<file path="src/rtl/lsu_axi_master_if.sv">
// rtl/lsu_axi_master_if.sv - AXI4-Lite bus bundle between the LSU and master port 1 of the arbiter
interface lsu_axi_master_if #(
    parameter int ADDR_W = 32,
    parameter int DATA_W = 32
);
    logic [ADDR_W-1:0]   araddr;
    logic                arvalid;
    logic                arready;
    logic                rready;
    logic [DATA_W-1:0]   rdata;
    logic [1:0]          rresp;
    logic                rvalid;
    logic [ADDR_W-1:0]   awaddr;
    logic                awvalid;
    logic                awready;
    logic [DATA_W-1:0]   wdata;
    logic [DATA_W/8-1:0] wstrb;
    logic                wvalid;
    logic                wready;
    logic                bready;
    logic [1:0]          bresp;
    logic                bvalid;

    modport master (
        output araddr, arvalid, rready, awaddr, awvalid, wdata, wstrb, wvalid, bready,
        input  arready, rdata, rresp, rvalid, awready, wready, bresp, bvalid
    );

    modport slave (
        input  araddr, arvalid, rready, awaddr, awvalid, wdata, wstrb, wvalid, bready,
        output arready, rdata, rresp, rvalid, awready, wready, bresp, bvalid
    );
endinterface

</file>
<file path="src/rtl/lsu_axi_master.sv">
// rtl/lsu_axi_master.sv - LSU bus front-end running one AXI4-Lite load or store at a time
// Optional macro LSU_MISALIGN_CHECK_EN: reject misaligned accesses instead of aligning them down.
module lsu_axi_master #(
    parameter int ADDR_W = 32,
    parameter int DATA_W = 32
) (
    input  logic              clock,
    input  logic              reset,
    input  logic              req_valid,
    output logic              req_ready,
    input  logic              req_wen,
    input  logic [ADDR_W-1:0] req_addr,
    input  logic [DATA_W-1:0] req_wdata,
    input  logic [1:0]        req_size,
    input  logic              req_unsigned,
    output logic              resp_valid,
    output logic [DATA_W-1:0] resp_rdata,
    output logic              resp_err,
    lsu_axi_master_if.master  bus
);
    localparam logic [2:0] S_IDLE = 3'd0;
    localparam logic [2:0] S_AR   = 3'd1;
    localparam logic [2:0] S_R    = 3'd2;
    localparam logic [2:0] S_AWW  = 3'd3;
    localparam logic [2:0] S_B    = 3'd4;
    localparam logic [2:0] S_RESP = 3'd5;

    logic [2:0]        state;
    logic [ADDR_W-1:0] addr_q;
    logic [DATA_W-1:0] wdata_q;
    logic [1:0]        size_q;
    logic              unsigned_q;
    logic              aw_done;
    logic              w_done;
    logic [DATA_W-1:0] rdata_q;
    logic              err_q;

    logic [ADDR_W-1:0] eff_addr;
    logic              misaligned;
    logic [DATA_W-1:0] lane_data;
    logic [DATA_W-1:0] load_ext;
    logic [3:0]        strb_base;

    // Sub-word accesses are aligned down; when the check is enabled misaligned ones never reach the bus.
    always_comb begin
        eff_addr = req_addr;
        if (req_size == 2'd1) begin
            eff_addr[0] = 1'b0;
        end else if (req_size[1]) begin
            eff_addr[1:0] = 2'b00;
        end
    end

`ifdef LSU_MISALIGN_CHECK_EN
    assign misaligned = (req_size == 2'd1 && req_addr[0]) ||
                        (req_size[1] && req_addr[1:0] != 2'b00);
`else
    assign misaligned = 1'b0;
`endif

    assign lane_data = bus.rdata >> {addr_q[1:0], 3'b000};

    always_comb begin
        load_ext = lane_data;
        case (size_q)
            2'd0:    load_ext = {{24{lane_data[7] & ~unsigned_q}}, lane_data[7:0]};
            2'd1:    load_ext = {{16{lane_data[15] & ~unsigned_q}}, lane_data[15:0]};
            default: load_ext = lane_data;
        endcase
    end

    always_comb begin
        case (size_q)
            2'd0:    strb_base = 4'b0001;
            2'd1:    strb_base = 4'b0011;
            default: strb_base = 4'b1111;
        endcase
    end

    always_ff @(posedge clock) begin
        if (reset) begin
            state      <= S_IDLE;
            addr_q     <= '0;
            wdata_q    <= '0;
            size_q     <= 2'd0;
            unsigned_q <= 1'b0;
            aw_done    <= 1'b0;
            w_done     <= 1'b0;
            rdata_q    <= '0;
            err_q      <= 1'b0;
        end else begin
            case (state)
                S_IDLE: begin
                    if (req_valid) begin
                        addr_q     <= eff_addr;
                        wdata_q    <= req_wdata;
                        size_q     <= req_size;
                        unsigned_q <= req_unsigned;
                        aw_done    <= 1'b0;
                        w_done     <= 1'b0;
                        rdata_q    <= '0;
                        err_q      <= misaligned;
                        if (misaligned) begin
                            state <= S_RESP;
                        end else if (req_wen) begin
                            state <= S_AWW;
                        end else begin
                            state <= S_AR;
                        end
                    end
                end
                S_AR: begin
                    if (bus.arready) begin
                        state <= S_R;
                    end
                end
                S_R: begin
                    if (bus.rvalid) begin
                        rdata_q <= load_ext;
                        err_q   <= (bus.rresp != 2'b00);
                        state   <= S_RESP;
                    end
                end
                S_AWW: begin
                    if (bus.awready) begin
                        aw_done <= 1'b1;
                    end
                    if (bus.wready) begin
                        w_done <= 1'b1;
                    end
                    // AW and W may complete in either order; leave once both have.
                    if ((aw_done | bus.awready) && (w_done | bus.wready)) begin
                        state <= S_B;
                    end
                end
                S_B: begin
                    if (bus.bvalid) begin
                        err_q <= (bus.bresp != 2'b00);
                        state <= S_RESP;
                    end
                end
                S_RESP: begin
                    state <= S_IDLE;
                end
                default: begin
                    state <= S_IDLE;
                end
            endcase
        end
    end

    assign req_ready  = (state == S_IDLE);
    assign resp_valid = (state == S_RESP);
    assign resp_rdata = rdata_q;
    assign resp_err   = err_q;

    assign bus.araddr  = addr_q;
    assign bus.arvalid = (state == S_AR);
    assign bus.rready  = (state == S_R);
    assign bus.awaddr  = addr_q;
    assign bus.awvalid = (state == S_AWW) && !aw_done;
    assign bus.wdata   = wdata_q << {addr_q[1:0], 3'b000};
    assign bus.wstrb   = strb_base << addr_q[1:0];
    assign bus.wvalid  = (state == S_AWW) && !w_done;
    assign bus.bready  = (state == S_B);
endmodule

</file>
<file path="src/flat_wrapper.sv">
// flat-port wrapper written by rule: the top's interface ports become plain ports
module lsu_axi_master_flat 
#(
    parameter int ADDR_W = 32,
    parameter int DATA_W = 32
)
  (clock, reset, req_valid, req_ready, req_wen, req_addr, req_wdata, req_size, req_unsigned, resp_valid, resp_rdata, resp_err, bus_araddr, bus_arvalid, bus_rready, bus_awaddr, bus_awvalid, bus_wdata, bus_wstrb, bus_wvalid, bus_bready, bus_arready, bus_rdata, bus_rresp, bus_rvalid, bus_awready, bus_wready, bus_bresp, bus_bvalid);
  lsu_axi_master_if #(.ADDR_W(ADDR_W), .DATA_W(DATA_W)) bus_i ();
  input  logic clock;
  input  logic reset;
  input  logic req_valid;
  output logic req_ready;
  input  logic req_wen;
  input  logic [ADDR_W-1:0] req_addr;
  input  logic [DATA_W-1:0] req_wdata;
  input  logic [1:0] req_size;
  input  logic req_unsigned;
  output logic resp_valid;
  output logic [DATA_W-1:0] resp_rdata;
  output logic resp_err;
  output wire logic [$bits(bus_i.araddr)-1:0] bus_araddr;
  output wire logic [$bits(bus_i.arvalid)-1:0] bus_arvalid;
  output wire logic [$bits(bus_i.rready)-1:0] bus_rready;
  output wire logic [$bits(bus_i.awaddr)-1:0] bus_awaddr;
  output wire logic [$bits(bus_i.awvalid)-1:0] bus_awvalid;
  output wire logic [$bits(bus_i.wdata)-1:0] bus_wdata;
  output wire logic [$bits(bus_i.wstrb)-1:0] bus_wstrb;
  output wire logic [$bits(bus_i.wvalid)-1:0] bus_wvalid;
  output wire logic [$bits(bus_i.bready)-1:0] bus_bready;
  input wire logic [$bits(bus_i.arready)-1:0] bus_arready;
  input wire logic [$bits(bus_i.rdata)-1:0] bus_rdata;
  input wire logic [$bits(bus_i.rresp)-1:0] bus_rresp;
  input wire logic [$bits(bus_i.rvalid)-1:0] bus_rvalid;
  input wire logic [$bits(bus_i.awready)-1:0] bus_awready;
  input wire logic [$bits(bus_i.wready)-1:0] bus_wready;
  input wire logic [$bits(bus_i.bresp)-1:0] bus_bresp;
  input wire logic [$bits(bus_i.bvalid)-1:0] bus_bvalid;
  assign bus_araddr = bus_i.araddr;
  assign bus_arvalid = bus_i.arvalid;
  assign bus_rready = bus_i.rready;
  assign bus_awaddr = bus_i.awaddr;
  assign bus_awvalid = bus_i.awvalid;
  assign bus_wdata = bus_i.wdata;
  assign bus_wstrb = bus_i.wstrb;
  assign bus_wvalid = bus_i.wvalid;
  assign bus_bready = bus_i.bready;
  assign bus_i.arready = bus_arready;
  assign bus_i.rdata = bus_rdata;
  assign bus_i.rresp = bus_rresp;
  assign bus_i.rvalid = bus_rvalid;
  assign bus_i.awready = bus_awready;
  assign bus_i.wready = bus_wready;
  assign bus_i.bresp = bus_bresp;
  assign bus_i.bvalid = bus_bvalid;
  lsu_axi_master #(.ADDR_W(ADDR_W), .DATA_W(DATA_W)) u_core (.clock(clock), .reset(reset), .req_valid(req_valid), .req_ready(req_ready), .req_wen(req_wen), .req_addr(req_addr), .req_wdata(req_wdata), .req_size(req_size), .req_unsigned(req_unsigned), .resp_valid(resp_valid), .resp_rdata(resp_rdata), .resp_err(resp_err), .bus(bus_i));
endmodule
</file>
<file path="config.mk">
export PLATFORM = sky130hd
export DESIGN_NAME = lsu_axi_master_flat
export DESIGN_NICKNAME = d
export VERILOG_FILES = /design/src/rtl/lsu_axi_master_if.sv /design/src/rtl/lsu_axi_master.sv /design/src/flat_wrapper.sv
export SDC_FILE = /design/constraint.sdc
export NUM_CORES = 1
export LEC_CHECK = 0
export ABC_AREA = 0
export BUFFER_PORTS_ARGS = -buffer_cell sky130_fd_sc_hd__buf_2
export CORE_MARGIN = 3
export CORE_UTILIZATION = 42
export DETAILED_ROUTE_END_ITERATION = 10
export GPL_TIMING_DRIVEN = 1
export PLACE_DENSITY = 0.77
export SLEW_MARGIN = 20
export SYNTH_ARGS = -nofsm -noshare
export SYNTH_HDL_FRONTEND = slang
export SYNTH_SLANG_ARGS = --single-unit
export TNS_END_PERCENT = 5
</file>
<file path="constraint.sdc">
create_clock -name clock -period 1.7 [get_ports clock]
set_input_delay 0.17 -clock clock [delete_from_list [all_inputs] [get_ports clock]]
set_output_delay 0.17 -clock clock [all_outputs]
set_load 0.1 [all_outputs]
</file>
==> implementation parameters <==
Parameter                              Value

Setup path
  Startpoint types    register
  Highest cell delay on the worst timing path    360 ps
  Critical Setup Path Class    register to output pin
  Cell chain of the critical path    buf_4 > nor2b_4 > buf_6 > buf_12 > nand2_2 > o21ai_4 > buf_12
  Flop2flop setup slack    10 ps
  Required time reported for the critical path endpoint    1530 ps
  Largest fanout of any net on the critical path    6
  Arrival time at the worst endpoint    1600 ps
  Highest-delay cell along the critical path    sky130_fd_sc_hd__dfxtp_4
  Most used cell, CP    sky130_fd_sc_hd__buf_12
  Combined buffer and inverter count along the critical path    4
  Kind of cell with the highest combined delay on the critical path    buffers and inverters
  Critical Path Sink Type    output pin

Clock network
  Clock insertion delay at the later pin of the skew report    350 ps
  Number of H-tree branching levels    3
  Number of buffers between clock root and the deepest sink    2
  Clock transition at the registers of the reported paths    70 ps
  TritonCTS buffer count    9
  Root Buffer Master    sky130_fd_sc_hd__clkbuf_16
  # hold bufs at CTS    0
  Clock tree from TritonCTS    yes
  Clock sink total    105

Drt
  DR WL/cell    17.2 um
  Count of vias placed by the detailed router    5,321
  Remaining routing DRC violations    0
  Detailed-route wire length    17,300 um
  Via-to-Cell Ratio    5.31
  Number of detailed-route iterations in the first pass    5
  Remaining antenna violation count    0
  1st-iter DRT viols    481

STA
  Final critical path time including I/O delays and setup    1770 ps
  Peak Freq    565 MHz
  Total Neg Setup Slack    -1150 ps
  Setup clock skew after layout    6.10 ps
  # setup viols final    28
  Slew headroom    0.390
  Slew at the pin closest to its max-slew limit    915 ps
  Final Slew Violations    0
  RSZ-0062 raised after global routing    yes
  Least setup slack across all paths after layout    -71.1 ps
  Part of the cycle the worst path needs    1.04
  Final Hold Fails    0
  WHS    55.2 ps

Synthesis
  Yosys Warn Count    0
  Fraction of registers with async set or reset after synthesis    0
  Leading cell types by count after synthesis    155 x sky130_fd_sc_hd__nand2_1, 105 x sky130_fd_sc_hd__dfxtp_1, 88 x sky130_fd_sc_hd__a21oi_1
  Number of enable flip-flop cells after synthesis    0
  Flop and latch count out of synthesis    105
  Synth area leaders    sky130_fd_sc_hd__dfxtp_1 42%, sky130_fd_sc_hd__nand2_1 12%, sky130_fd_sc_hd__a21oi_1 8.8%
  Area share of the largest cell type after synthesis    0.418
  Most common cell in the synthesized netlist    sky130_fd_sc_hd__nand2_1
  Mean post-synth cell area    8.09 sq um
  Post-Synthesis Cells    622
  Share of the yosys chip area belonging to registers    0.418
  Area of the mapped netlist    0.00503 sq mm
  Net count after synthesis    734
  Post-synthesis cell type count    42
  Cell accounting for the most synthesized area    sky130_fd_sc_hd__dfxtp_1
  Dominant synthesized flop cell    sky130_fd_sc_hd__dfxtp_1

Place
  Routability cong.    0.857
  Placed standard-cell area    0.00728 sq mm
  Worst slack after detailed placement    -118 ps
  DP Cell Count    960
  Half-perimeter wire length of the detailed placement result    11,700 um
  Quantity of I/O buffers inserted on ports    251

Final layout
  Synth-to-Final Area Change    64.7%
  Count of nets after finishing    966
  Final Instance Area    0.00829 sq mm
  Post-route non-filler standard cell count    1,002
  Final antenna diode count    0
  Layout cell share with drive strength beyond 1    0.495

Die
  Floorplan die width    115 um
  Area of the die    0.0133 sq mm
  Vertical extent of the die    115 um
  Core Footprint    0.0116 sq mm
  Initial standard-cell utilization of the core    0.435
  Rows    39
  Top-level I/O count    252

Pwr
  Ratio of total power to cell area    1140 mW/mm^2
  Static Leak    3.54 nW
  IR drop worst, VDD    0.000872 V

Worst hold path
  Kind of path behind the tightest hold check    primary input to register

GRT
  Pin count of the biggest net entering global routing    83
  Vias in the first global route    4,921
  All-Layer GR Usage    0.238
  Total gr overflow    0
  Global-route wire length before repair    25,000 um
  Initial antenna violation count    0

Status
  Run status    finished with violations
  Failing checks    negative setup slack

Flow run
  Max-cap check violation count    0
==> repair_timing <==
| action | in CTS | in global routing |
|---|---|---|
| resized for setup | 45 | 57 |
| gates cloned | 0 | 4 |
| buffers inserted | 6 | 16 |
| endpoints found under the setup margin | 59 | 117 |
| pin swaps | 5 | 8 |
==> routing by layer <==
layer,track usage,wire length [um],up-vias
met2,0.391,8650,242
met3,0.0538,1240,25
met5,0,0,-
met4,0.0814,310,0
li1,-,-,2577
met1,0.309,7060,2477
==> through the flow <==
stage / power [W] / util
floorplan: 0.00612 / -
global route: 0.00979 / 0.716
finish: 0.00944 / 0.716
CTS: 0.00932 / 0.681
detailed placement: 0.00718 / 0.630
global placement: 0.00715 / 0.630
==> cell families (layout without fill, tap and decap cells) <==
kind of cell | after synthesis | after routing | synth area share
muxes | 34 | 34 | 0.0699
xor gates and xnor gates | 1 | 1 | 0.00174
buffers and inverters | 83 | 320 | 0.0948
AOI/OAI and AO/OA | 165 | 165 | 0.213
and+or+nand+nor | 234 | 234 | 0.203
DFF | 105 | 105 | 0.418
==> registers in the layout, summed over array words and instances (netlist names) <==
signal and count:
u_core.bus.araddr 32, u_core.resp_rdata 32, u_core.wdata_q 32, u_core.state 3
u_core.size_q 2, u_core.aw_done 1, u_core.resp_err 1, u_core.unsigned_q 1
u_core.w_done 1
==> cell type report <==
class                      instances  area, sq um
fill                             850         3280
multi-input combinational        434         3120
timing repair buffer             302         2570
sequential                       105         2110
clock buffer                      12          258
tap                              143          179
clock inverter                     4         31.3
inverter                           2         11.3
==> layout by cell type (no fill, tap or decap), types with 14 or more instances in the layout <==
cell type / n
sky130_fd_sc_hd__nor2_1: 14
sky130_fd_sc_hd__buf_12: 57
sky130_fd_sc_hd__dfxtp_1: 102
sky130_fd_sc_hd__nand2_1: 145
sky130_fd_sc_hd__a221o_1: 16
sky130_fd_sc_hd__a21oi_1: 79
sky130_fd_sc_hd__buf_4: 26
sky130_fd_sc_hd__buf_2: 205
sky130_fd_sc_hd__mux2i_4: 14
sky130_fd_sc_hd__clkbuf_16: 14
==> worst register-to-register path: stages (launching register included) <==
cell and delay, ps:
sky130_fd_sc_hd__dfxtp_4 360, sky130_fd_sc_hd__buf_6 130, sky130_fd_sc_hd__mux2_4 320, sky130_fd_sc_hd__a32oi_2 220, sky130_fd_sc_hd__a2111oi_4 120, sky130_fd_sc_hd__buf_12 170
sky130_fd_sc_hd__a221o_1 260
==> final timing paths <==
path | from | depth (start not counted) | end
worst max-delay path | u_core.bus.araddr[1] | 7 | bus_wdata[21]
worst min-delay path | req_addr[26] | 3 | u_core.bus.araddr[26]
worst max register to register | u_core.bus.araddr[1] | 6 | u_core.resp_rdata[23]
worst min register to register | u_core.resp_rdata[7] | 2 | u_core.resp_rdata[7]
==> report_power, final <==
part / switching (W) / internal [W] / leakage (nW)
logic: 0.00325 / 0.00129 / 2.54
clock network: 0.000934 / 0.00110 / 0.143
registers: 0.000213 / 0.00267 / 0.858
total: 0.00440 / 0.00505 / 3.54
Note: power is estimated with default switching activity, not from simulation.
